===== src/rtl/seq_shift_add_mult8.sv =====
// Sequential 8x8 unsigned shift-and-add multiplier with a free-running control loop.
// Each pass loads the operands, runs 8 verify/add/shift iterations, then pulses d_end.
module seq_shift_add_mult8 (
   input  logic        clk,
   input  logic        rst,
   input  logic [7:0]  b,
   input  logic [7:0]  q,
   output logic [15:0] result,
   output logic        d_end
);

   typedef enum logic [2:0] {
      S_IDLE   = 3'd0,
      S_VERIFY = 3'd1,
      S_ADD    = 3'd2,
      S_SHIFT  = 3'd3,
      S_DONE   = 3'd4
   } state_t;

   // Shift-register control codes: hold, shift right, shift left, parallel load.
   localparam logic [1:0] SR_HOLD  = 2'b00;
   localparam logic [1:0] SR_RIGHT = 2'b01;
   localparam logic [1:0] SR_LEFT  = 2'b10;
   localparam logic [1:0] SR_LOAD  = 2'b11;

   state_t      state_q, state_d;
   logic [8:0]  a_q, a_d;
   logic [7:0]  b_q, b_d;
   logic [7:0]  qr_q, qr_d;
   logic [3:0]  cnt_q, cnt_d;
   logic        d_end_q;

   logic [1:0]  a_ctl, b_ctl, qr_ctl;
   logic [8:0]  a_par;
   logic        cnt_ld, cnt_en;
   logic        c_end;
   logic [8:0]  sum;

   function automatic logic [8:0] shreg9(input logic [1:0] ctl, input logic [8:0] cur,
                                         input logic sin, input logic [8:0] par);
      logic [8:0] r;
      case (ctl)
         SR_RIGHT: r = {sin, cur[8:1]};
         SR_LEFT:  r = {cur[7:0], 1'b0};
         SR_LOAD:  r = par;
         default:  r = cur;
      endcase
      return r;
   endfunction

   function automatic logic [7:0] shreg8(input logic [1:0] ctl, input logic [7:0] cur,
                                         input logic sin, input logic [7:0] par);
      logic [7:0] r;
      case (ctl)
         SR_RIGHT: r = {sin, cur[7:1]};
         SR_LEFT:  r = {cur[6:0], 1'b0};
         SR_LOAD:  r = par;
         default:  r = cur;
      endcase
      return r;
   endfunction

   // A[8] is deliberately excluded from the adder; it only captures the carry.
   assign sum   = {1'b0, a_q[7:0]} + {1'b0, b_q};
   assign c_end = (cnt_q == 4'd0);

   always_comb begin
      a_ctl   = SR_HOLD;
      b_ctl   = SR_HOLD;
      qr_ctl  = SR_HOLD;
      a_par   = 9'd0;
      cnt_ld  = 1'b0;
      cnt_en  = 1'b0;
      state_d = S_IDLE;
      case (state_q)
         S_IDLE: begin
            a_ctl   = SR_LOAD;
            b_ctl   = SR_LOAD;
            qr_ctl  = SR_LOAD;
            cnt_ld  = 1'b1;
            state_d = S_VERIFY;
         end
         S_VERIFY: state_d = qr_q[0] ? S_ADD : S_SHIFT;
         S_ADD: begin
            a_ctl   = SR_LOAD;
            a_par   = sum;
            state_d = S_SHIFT;
         end
         S_SHIFT: begin
            a_ctl   = SR_RIGHT;
            qr_ctl  = SR_RIGHT;
            cnt_en  = 1'b1;
            state_d = c_end ? S_DONE : S_VERIFY;
         end
         S_DONE:  state_d = S_IDLE;
         default: state_d = S_IDLE;
      endcase
   end

   always_comb begin
      a_d  = shreg9(a_ctl, a_q, 1'b0, a_par);
      b_d  = shreg8(b_ctl, b_q, 1'b0, b);
      qr_d = shreg8(qr_ctl, qr_q, a_q[0], q);
      cnt_d = cnt_q;
      if (cnt_ld)
         cnt_d = 4'd7;
      else if (cnt_en)
         cnt_d = cnt_q - 4'd1;
   end

   always_ff @(posedge clk or negedge rst) begin
      if (!rst) begin
         state_q <= S_IDLE;
         a_q     <= 9'd0;
         b_q     <= 8'd0;
         qr_q    <= 8'd0;
         cnt_q   <= 4'd0;
         d_end_q <= 1'b0;
      end else begin
         state_q <= state_d;
         a_q     <= a_d;
         b_q     <= b_d;
         qr_q    <= qr_d;
         cnt_q   <= cnt_d;
         d_end_q <= (state_d == S_DONE);
      end
   end

   assign result = {a_q[7:0], qr_q};
   assign d_end  = d_end_q;

endmodule


===== config.mk =====
export PLATFORM = sky130hd
export DESIGN_NAME = seq_shift_add_mult8
export DESIGN_NICKNAME = d
export VERILOG_FILES = /design/src/rtl/seq_shift_add_mult8.sv
export SDC_FILE = /design/constraint.sdc
export NUM_CORES = 1
export LEC_CHECK = 0
export ABC_AREA = 1
export BUFFER_PORTS_ARGS = -buffer_cell sky130_fd_sc_hd__buf_2
export CAP_MARGIN = 20
export CORE_ASPECT_RATIO = 0.9
export CORE_MARGIN = 3
export CORE_UTILIZATION = 35
export CTS_CLUSTER_SIZE = 40
export DETAILED_ROUTE_END_ITERATION = 6
export HOLD_SLACK_MARGIN = 0.02
export SLEW_MARGIN = 10
export SYNTH_ARGS = -nofsm -noshare
export SYNTH_HDL_FRONTEND = slang
export SYNTH_SLANG_ARGS = --single-unit

===== constraint.sdc =====
create_clock -name clk -period 1.9 [get_ports clk]
set_input_delay 0.095 -clock clk [delete_from_list [all_inputs] [get_ports clk]]
set_output_delay 0.095 -clock clk [all_outputs]
set_load 0.01 [all_outputs]

==> run_results.csv, run 1 <==
group,metric,value,unit
outcome,status,"finished clean",
yosys,synth_mux_area_frac,0,
sta,finalHoldViolCount,0,
global_route,grt_first_pass_wirelength,7.56,mm
sta,setup_violations,0,
die,die_area,6480,um2
die,num_rows,25,
die,core_area,5320,um2
die,ioPinCount,35,
setup_path,start_kind,"flip-flop",
placed_design,gp_congestion,0.887,
hold_path,hold_path.class,"in -> reg",
setup_path,path_cells,"ha_2 > inv_1 > fa_2 > inv_2 > nand2_1 > nand2_2 > nand2_2 > nand2_1 > nand2_1 > o21ai_1 > nand2_1 > o21ai_0",
global_route,grt_start_max_net_pins,34,
sta,max_slew_margin,0.508,
final_layout,fin_area,2330,um2
drt,wl_per_cell,11.9,um
clock_network,cts_tree,"done",
setup_path,slowest_stage,"dfrtp_1",
final_layout,area_growth,19.7,%
setup_path,cp_num_buf_inv,2,
sta,tightestPinTransition,0.738,ns
setup_path,crit_fanout,3,
die,start_util,0.365,
global_route,antenna_found_initial,0,
clock_network,numCtsBuffers,5,
yosys,synthCells,245,
clock_network,clkLatencyLatePin,0.29,ns
yosys,ys.warnings.count,0,
placed_design,hpwl,3.02,mm
yosys,synth_area,1940,um2
power,p_leak,0.00125,uW
yosys,syn_area_per_cell,7.93,um2
yosys,synth-adder-area-share,0.0683,
yosys,synth.top_cells.by_area,"dfrtp_1 42%, nand2_1 14%, o21ai_0 6.7%",
final_layout,final_common_cell,"nand2_1",
setup_path,cpMostUsedCell,"nand2_1",
drt,routed-via-count,1618,
sta,grt_setup_unrepaired,"no",
final_layout,layout.cells.non_filler,350,
yosys,synth_seq_cells,33,
yosys,synth_top_area_cell,"dfrtp_1",
placed_design,port_buffers,34,
setup_path,crit_type,"reg -> reg",
yosys,synth_fp_nets,273,
power,power.density,1870,nW/um2
global_route,grt-ovfl-total,0,
drt,wl,4.17,mm
clock_network,cts_num_sinks,33,
placed_design,dp_cells,333,
clock_network,cts.path.max_buffers,2,
setup_path,max_stage_delay,0.37,ns
yosys,synth_top_family_by_area,"simple AND/OR/NAND/NOR gates",
job,maxCapViolations,0,
hold_path,min_from,"q[7]",
sta,fin_crit_sh,0.859,
drt,detail_route.vias_per_cell,4.62,
drt,dr.pass1.iters,4,
yosys,synthSimpleGateAreaFrac,0.232,
global_route,grt_pass1_vias,1646,
setup_path,crit_family,"adder cells",
clock_network,h-tree-depth,2,
setup_path,crit_start,"a_q[0]",
sta,slew_violations,0,
yosys,synth_compound_area_frac,0.145,
drt,drtIter0Drc,64,
die,die_h,76.7,um
yosys,synth_cell_types,29,
clock_network,post-cts-setup-buffers,0,
global_route,grt_use_total,0.147,
placed_design,dpl_cell_area,2090,um2
final_layout,most-common-layout-cells,"69 x nand2_1, 34 x buf_2, 33 x inv_1, 33 x dfrtp_1, 26 x o21ai_0",
sta,fmax,613,MHz
sta,tns,0,ns
final_layout,antenna_cells,0,
yosys,synth_xor_area_frac,0,
sta,clock_skew,0.00490,ns
yosys,synth.top_cell.area_share,0.425,
drt,drcViolationCount,0,
setup_path,cp.arrival,1.85,ns
clock_network,clk_pin_slew,0.07,ns
final_layout,drive_gt1_frac,0.226,
sta,final.min_clock_period,1.63,ns
power,irDropWorstVdd,0.868,mV
yosys,yosysSeqAreaShare,0.425,
clock_network,cts_root_buffer,"clkbuf_8",
setup_path,required,2.12,ns
setup_path,reg2reg_from,"a_q[0]",
setup_path,end_kind,"flip-flop",
final_layout,layout.nets,310,
drt,antenna_violating_nets_post_route,0,
die,die_x,84.5,um
sequential cells by signal, indices dropped and copies added, names as in the netlist:
name / flops
qr_q: 8
a_q: 9
cnt_q: 4
d_end: 1
state_q: 3
b_q: 8
logic make-up after synthesis:
group / Yosys count
AO/OA/AOI/OAI: 48
adder cells (fa/ha/maj): 10
buffers and inverters: 52
flip-flops: 33
AND/OR/NAND/NOR: 102
report_power, final:
group          internal [uW]  leakage, uW  total [uW]  switching [uW]
clock network            521    0.0000681         789             268
logic                    824     0.000776        2290            1470
registers               1030     0.000407        1260             228
total                   2380      0.00125        4340            1960
tightest hold or removal path: stages:
cell and delay [ns]:
buf_2 0.07, nand2_1 0.05, o221ai_1 0.07
through the flow:
stage                     power, uW  hold WS [ns]   util  setup slack (ns)
final                          4340        0.0336  0.437             0.268
after detailed placement       3520         0.216  0.393             0.197
after floorplan                3100        -0.201      -             0.351
after global routing           4830        0.0527  0.437          0.000309
after global placement         3500         0.204  0.393             0.263
after CTS                      4360        0.0256  0.436             0.173
repair_timing:
action	in CTS	in global routing
resized for setup	0	5
hold buffers	9	0
endpoints found under the setup margin	0	2
hold endpoints to repair	41	0
cells in the mapped netlist:
| cell type | n |
|---|---|
| o21ai_0 | 26 |
| o21ai_2 | 2 |
| o221ai_1 | 2 |
| inv_1 | 34 |
| clkinv_2 | 1 |
| o21a_1 | 1 |
| o21ai_1 | 3 |
| a31oi_1 | 1 |
| nand2_4 | 5 |
| ha_1 | 9 |
| a22oi_1 | 2 |
| clkbuf_8 | 1 |
| nand3_1 | 11 |
| nand2_2 | 2 |
| o221ai_2 | 1 |
| o31ai_1 | 2 |
| dfrtp_1 | 33 |
| inv_2 | 4 |
| a21oi_1 | 7 |
| nor2_1 | 10 |
| nor2_4 | 1 |
| buf_2 | 1 |
| nor3_1 | 1 |
| buf_6 | 1 |
| nor2_2 | 1 |
| buf_4 | 10 |
| fa_1 | 1 |
| nand2_1 | 71 |
| o211ai_1 | 1 |
final cells by class:
class | count | area (um2)
Clock inverter | 3 | 65.1
Timing Repair Buffer | 43 | 260
Sequential cell | 33 | 826
Inverter | 39 | 148
Fill cell | 556 | 2990
Multi-Input combinational cell | 160 | 875
Clock buffer | 5 | 68.8
Tap cell | 67 | 83.8
final timing paths:
kind	slack, ns	to	cells past startpoint
worst max-delay path	0.27	a_q[4]	12
worst min-delay path	0.03	qr_q[7]	3
worst max register to register	0.27	a_q[4]	12
worst min register to register	0.48	b_q[2]	2
max in group asynchronous	1.03	b_q[2]	2
min in group asynchronous	0.40	a_q[5]	2
layer usage:
| metal | GRT usage | wire (um) | vias to the layer above |
|---|---|---|---|
| li1 | - | - | 846 |
| met1 | 0.194 | 2150 | 732 |
| met2 | 0.225 | 1760 | 32 |
| met3 | 0.0311 | 157 | 8 |
| met4 | 0.0759 | 109 | 0 |
| met5 | 0 | 0 | - |
No activity file was read; power rests on OpenSTA's default activity.
==> run 2, diff against run 1 <==
--- a/config.mk
+++ b/config.mk
@@ -6,13 +6,13 @@
 export NUM_CORES = 1
 export LEC_CHECK = 0
 export ABC_AREA = 1
-export BUFFER_PORTS_ARGS = -buffer_cell sky130_fd_sc_hd__buf_2
 export CAP_MARGIN = 20
 export CORE_ASPECT_RATIO = 0.9
 export CORE_MARGIN = 3
 export CORE_UTILIZATION = 35
 export CTS_CLUSTER_SIZE = 40
 export DETAILED_ROUTE_END_ITERATION = 6
+export DONT_BUFFER_PORTS = 1
 export HOLD_SLACK_MARGIN = 0.02
 export SLEW_MARGIN = 10
 export SYNTH_ARGS = -nofsm -noshare
==> constraint.sdc (replaced) <==
create_clock -name clk -period 1.82 [get_ports clk]
set_input_delay 0.091 -clock clk [delete_from_list [all_inputs] [get_ports clk]]
set_output_delay 0.091 -clock clk [all_outputs]
set_load 0.01 [all_outputs]
==> run_results.csv, run 2 (synthesis results as in run 1) <==
group,metric,value,unit
clock_network,cts.path.max_buffers,2,
setup_path,end_kind,"flip-flop",
setup_path,crit_fanout,3,
power,p_leak,0.00117,uW
setup_path,path_cells,"ha_2 > inv_1 > fa_1 > inv_2 > nand2_2 > nand2_2 > nand2_2 > nand2_1 > nand2_1 > o21ai_1 > nand2_1 > o21ai_0",
power,irDropWorstVdd,0.501,mV
setup_path,crit_type,"reg -> reg",
sta,slew_violations,0,
setup_path,reg2reg_from,"a_q[0]",
final_layout,fillCellCount,562,
placed_design,gp_congestion,0.805,
power,p_total,4370,uW
sta,fmax,609,MHz
global_route,grt_first_pass_wirelength,7.60,mm
final_layout,layout.nets,290,
setup_path,r2r_end,"a_q[4]",
sta,worst_hold_slack,0.242,ns
die,die_x,84.5,um
final_layout,regArea,826,um2
final_layout,area_growth,17.3,%
sta,fin_crit_sh,0.902,
die,core_area,5320,um2
clock_network,clkLatencyLatePin,0.29,ns
drt,dr.pass1.iters,4,
final_layout,reg_top3,"a_q x9, b_q x8, qr_q x8",
placed_design,port_buffers,0,
sta,fin_ws,0.178,ns
global_route,grt_start_max_net_pins,34,
die,die_area,6480,um2
placed_design,hpwl,3.01,mm
sta,tightestPinTransition,0.366,ns
sta,max_slew_margin,0.756,
sta,tns,0,ns
global_route,antenna_found_initial,0,
placed_design,dp_cells,304,
drt,antenna_violating_nets_post_route,0,
setup_path,slowest_stage,"fa_1",
sta,grt_setup_unrepaired,"no",
setup_path,r2r_cells,12,
global_route,grt-ovfl-total,0,
global_route,grt_use_total,0.146,
setup_path,cp.arrival,1.84,ns
die,start_util,0.365,
final_layout,antenna_cells,0,
drt,detail_route.vias_per_cell,4.68,
final_layout,most-common-layout-cells,"68 x nand2_1, 33 x inv_1, 33 x dfrtp_1, 26 x o21ai_0, 17 x dlygate4sd3_1",
die,ioPinCount,35,
clock_network,cts_num_sinks,33,
drt,wl_per_cell,12.7,um
setup_path,max_stage_delay,0.37,ns
sta,finalHoldViolCount,0,
job,maxCapViolations,0,
die,die_h,76.7,um
final_layout,drive_gt1_frac,0.137,
final_layout,layout.cells.non_filler,330,
drt,routed-via-count,1545,
clock_network,h-tree-depth,2,
clock_network,cts_root_buffer,"clkbuf_8",
power,power.density,1920,nW/um2
drt,drtIter0Drc,79,
drt,drcViolationCount,0,
final_layout,largest_reg_flops,9,
setup_path,r2r_setup_slack,0.18,ns
setup_path,required,2.02,ns
drt,wl,4.18,mm
outcome,status,"finished clean",
sta,setup_violations,0,
sta,final.min_clock_period,1.64,ns
clock_network,clk_pin_slew,0.07,ns
final_layout,multi_input_area,875,um2
final_layout,final_common_cell,"nand2_1",
clock_network,cts_tree,"done",
die,num_rows,25,
final_layout,top_register,"a_q",
clock_network,numCtsBuffers,5,
setup_path,start_kind,"flip-flop",
hold_path,hold_path.class,"in -> async",
placed_design,dpl_worst_slack,0.173,ns
sta,clock_skew,0.00582,ns
global_route,grt_pass1_vias,1602,
run 2: cell types whose count changed in the layout (fill, tap and decap cells not counted), sizes merged:
cell         before  now
buf              34    6
dlygate4sd3       9   17
bufinv            2    1
clkbuf            5    6
clkinv            2    1
clkinvlp          0    1
run 2: power by group:
group / total, uW / switching (uW) / internal [uW]
combinational: 2270 / 1460 / 809
sequential: 1370 / 295 / 1080
clock: 726 / 281 / 445
total: 4370 / 2030 / 2330
run 2: metrics by stage:
stage                util  area (um2)
finish              0.429        2280
global route        0.429        2280
global placement    0.368        1960
CTS                 0.427        2270
detailed placement  0.368        1960
floorplan               -        1940
run 2: timing repair:
action                                 CTS  global route
endpoints found under the hold margin   49             0
gates resized for setup                  0             5
setup buffers                            0             0
setup endpoints to repair                0             3
hold buffers                            18             0
run 2: worst max path at each step:
stage          slack [ns]  cells past startpoint     end  startpoint
6_report             0.18                     12  a_q[4]      a_q[0]
5_1_grt             0.008                     12  a_q[4]      a_q[0]
4_1_cts              0.15                     12  a_q[4]      a_q[0]
3_5_place_dp         0.17                     11  a_q[4]      a_q[0]
3_3_place_gp         0.21                     12  a_q[4]      a_q[0]
2_1_floorplan        0.27                     12  a_q[4]      a_q[0]
run 2: worst max-delay path, delay by kind of cell, from the launching register on:
kind                       cells  cell delay (ns)
AOI/OAI and AO/OA              2             0.17
adders and majority gates      2             0.55
buffers and inverters          2             0.13
DFF                            1             0.36
and+or+nand+nor                6             0.35
run 2: metal layers:
| layer | global-route usage | share of wire | vias to the layer above |
|---|---|---|---|
| li1 | - | - | 805 |
| met1 | 0.195 | 0.48 | 699 |
| met2 | 0.225 | 0.44 | 35 |
| met3 | 0.0462 | 0.068 | 6 |
| met4 | 0.0475 | 0.016 | 0 |
| met5 | 0 | 0 | - |
run 2: final cells by class:
cell class,count,share of cell area
Multi-Input combinational cell,160,0.384
Sequential cell,33,0.362
Timing Repair Buffer,23,0.0999
Inverter,39,0.0648
Tap cell,67,0.0368
Clock buffer,6,0.0362
Clock inverter,2,0.0165
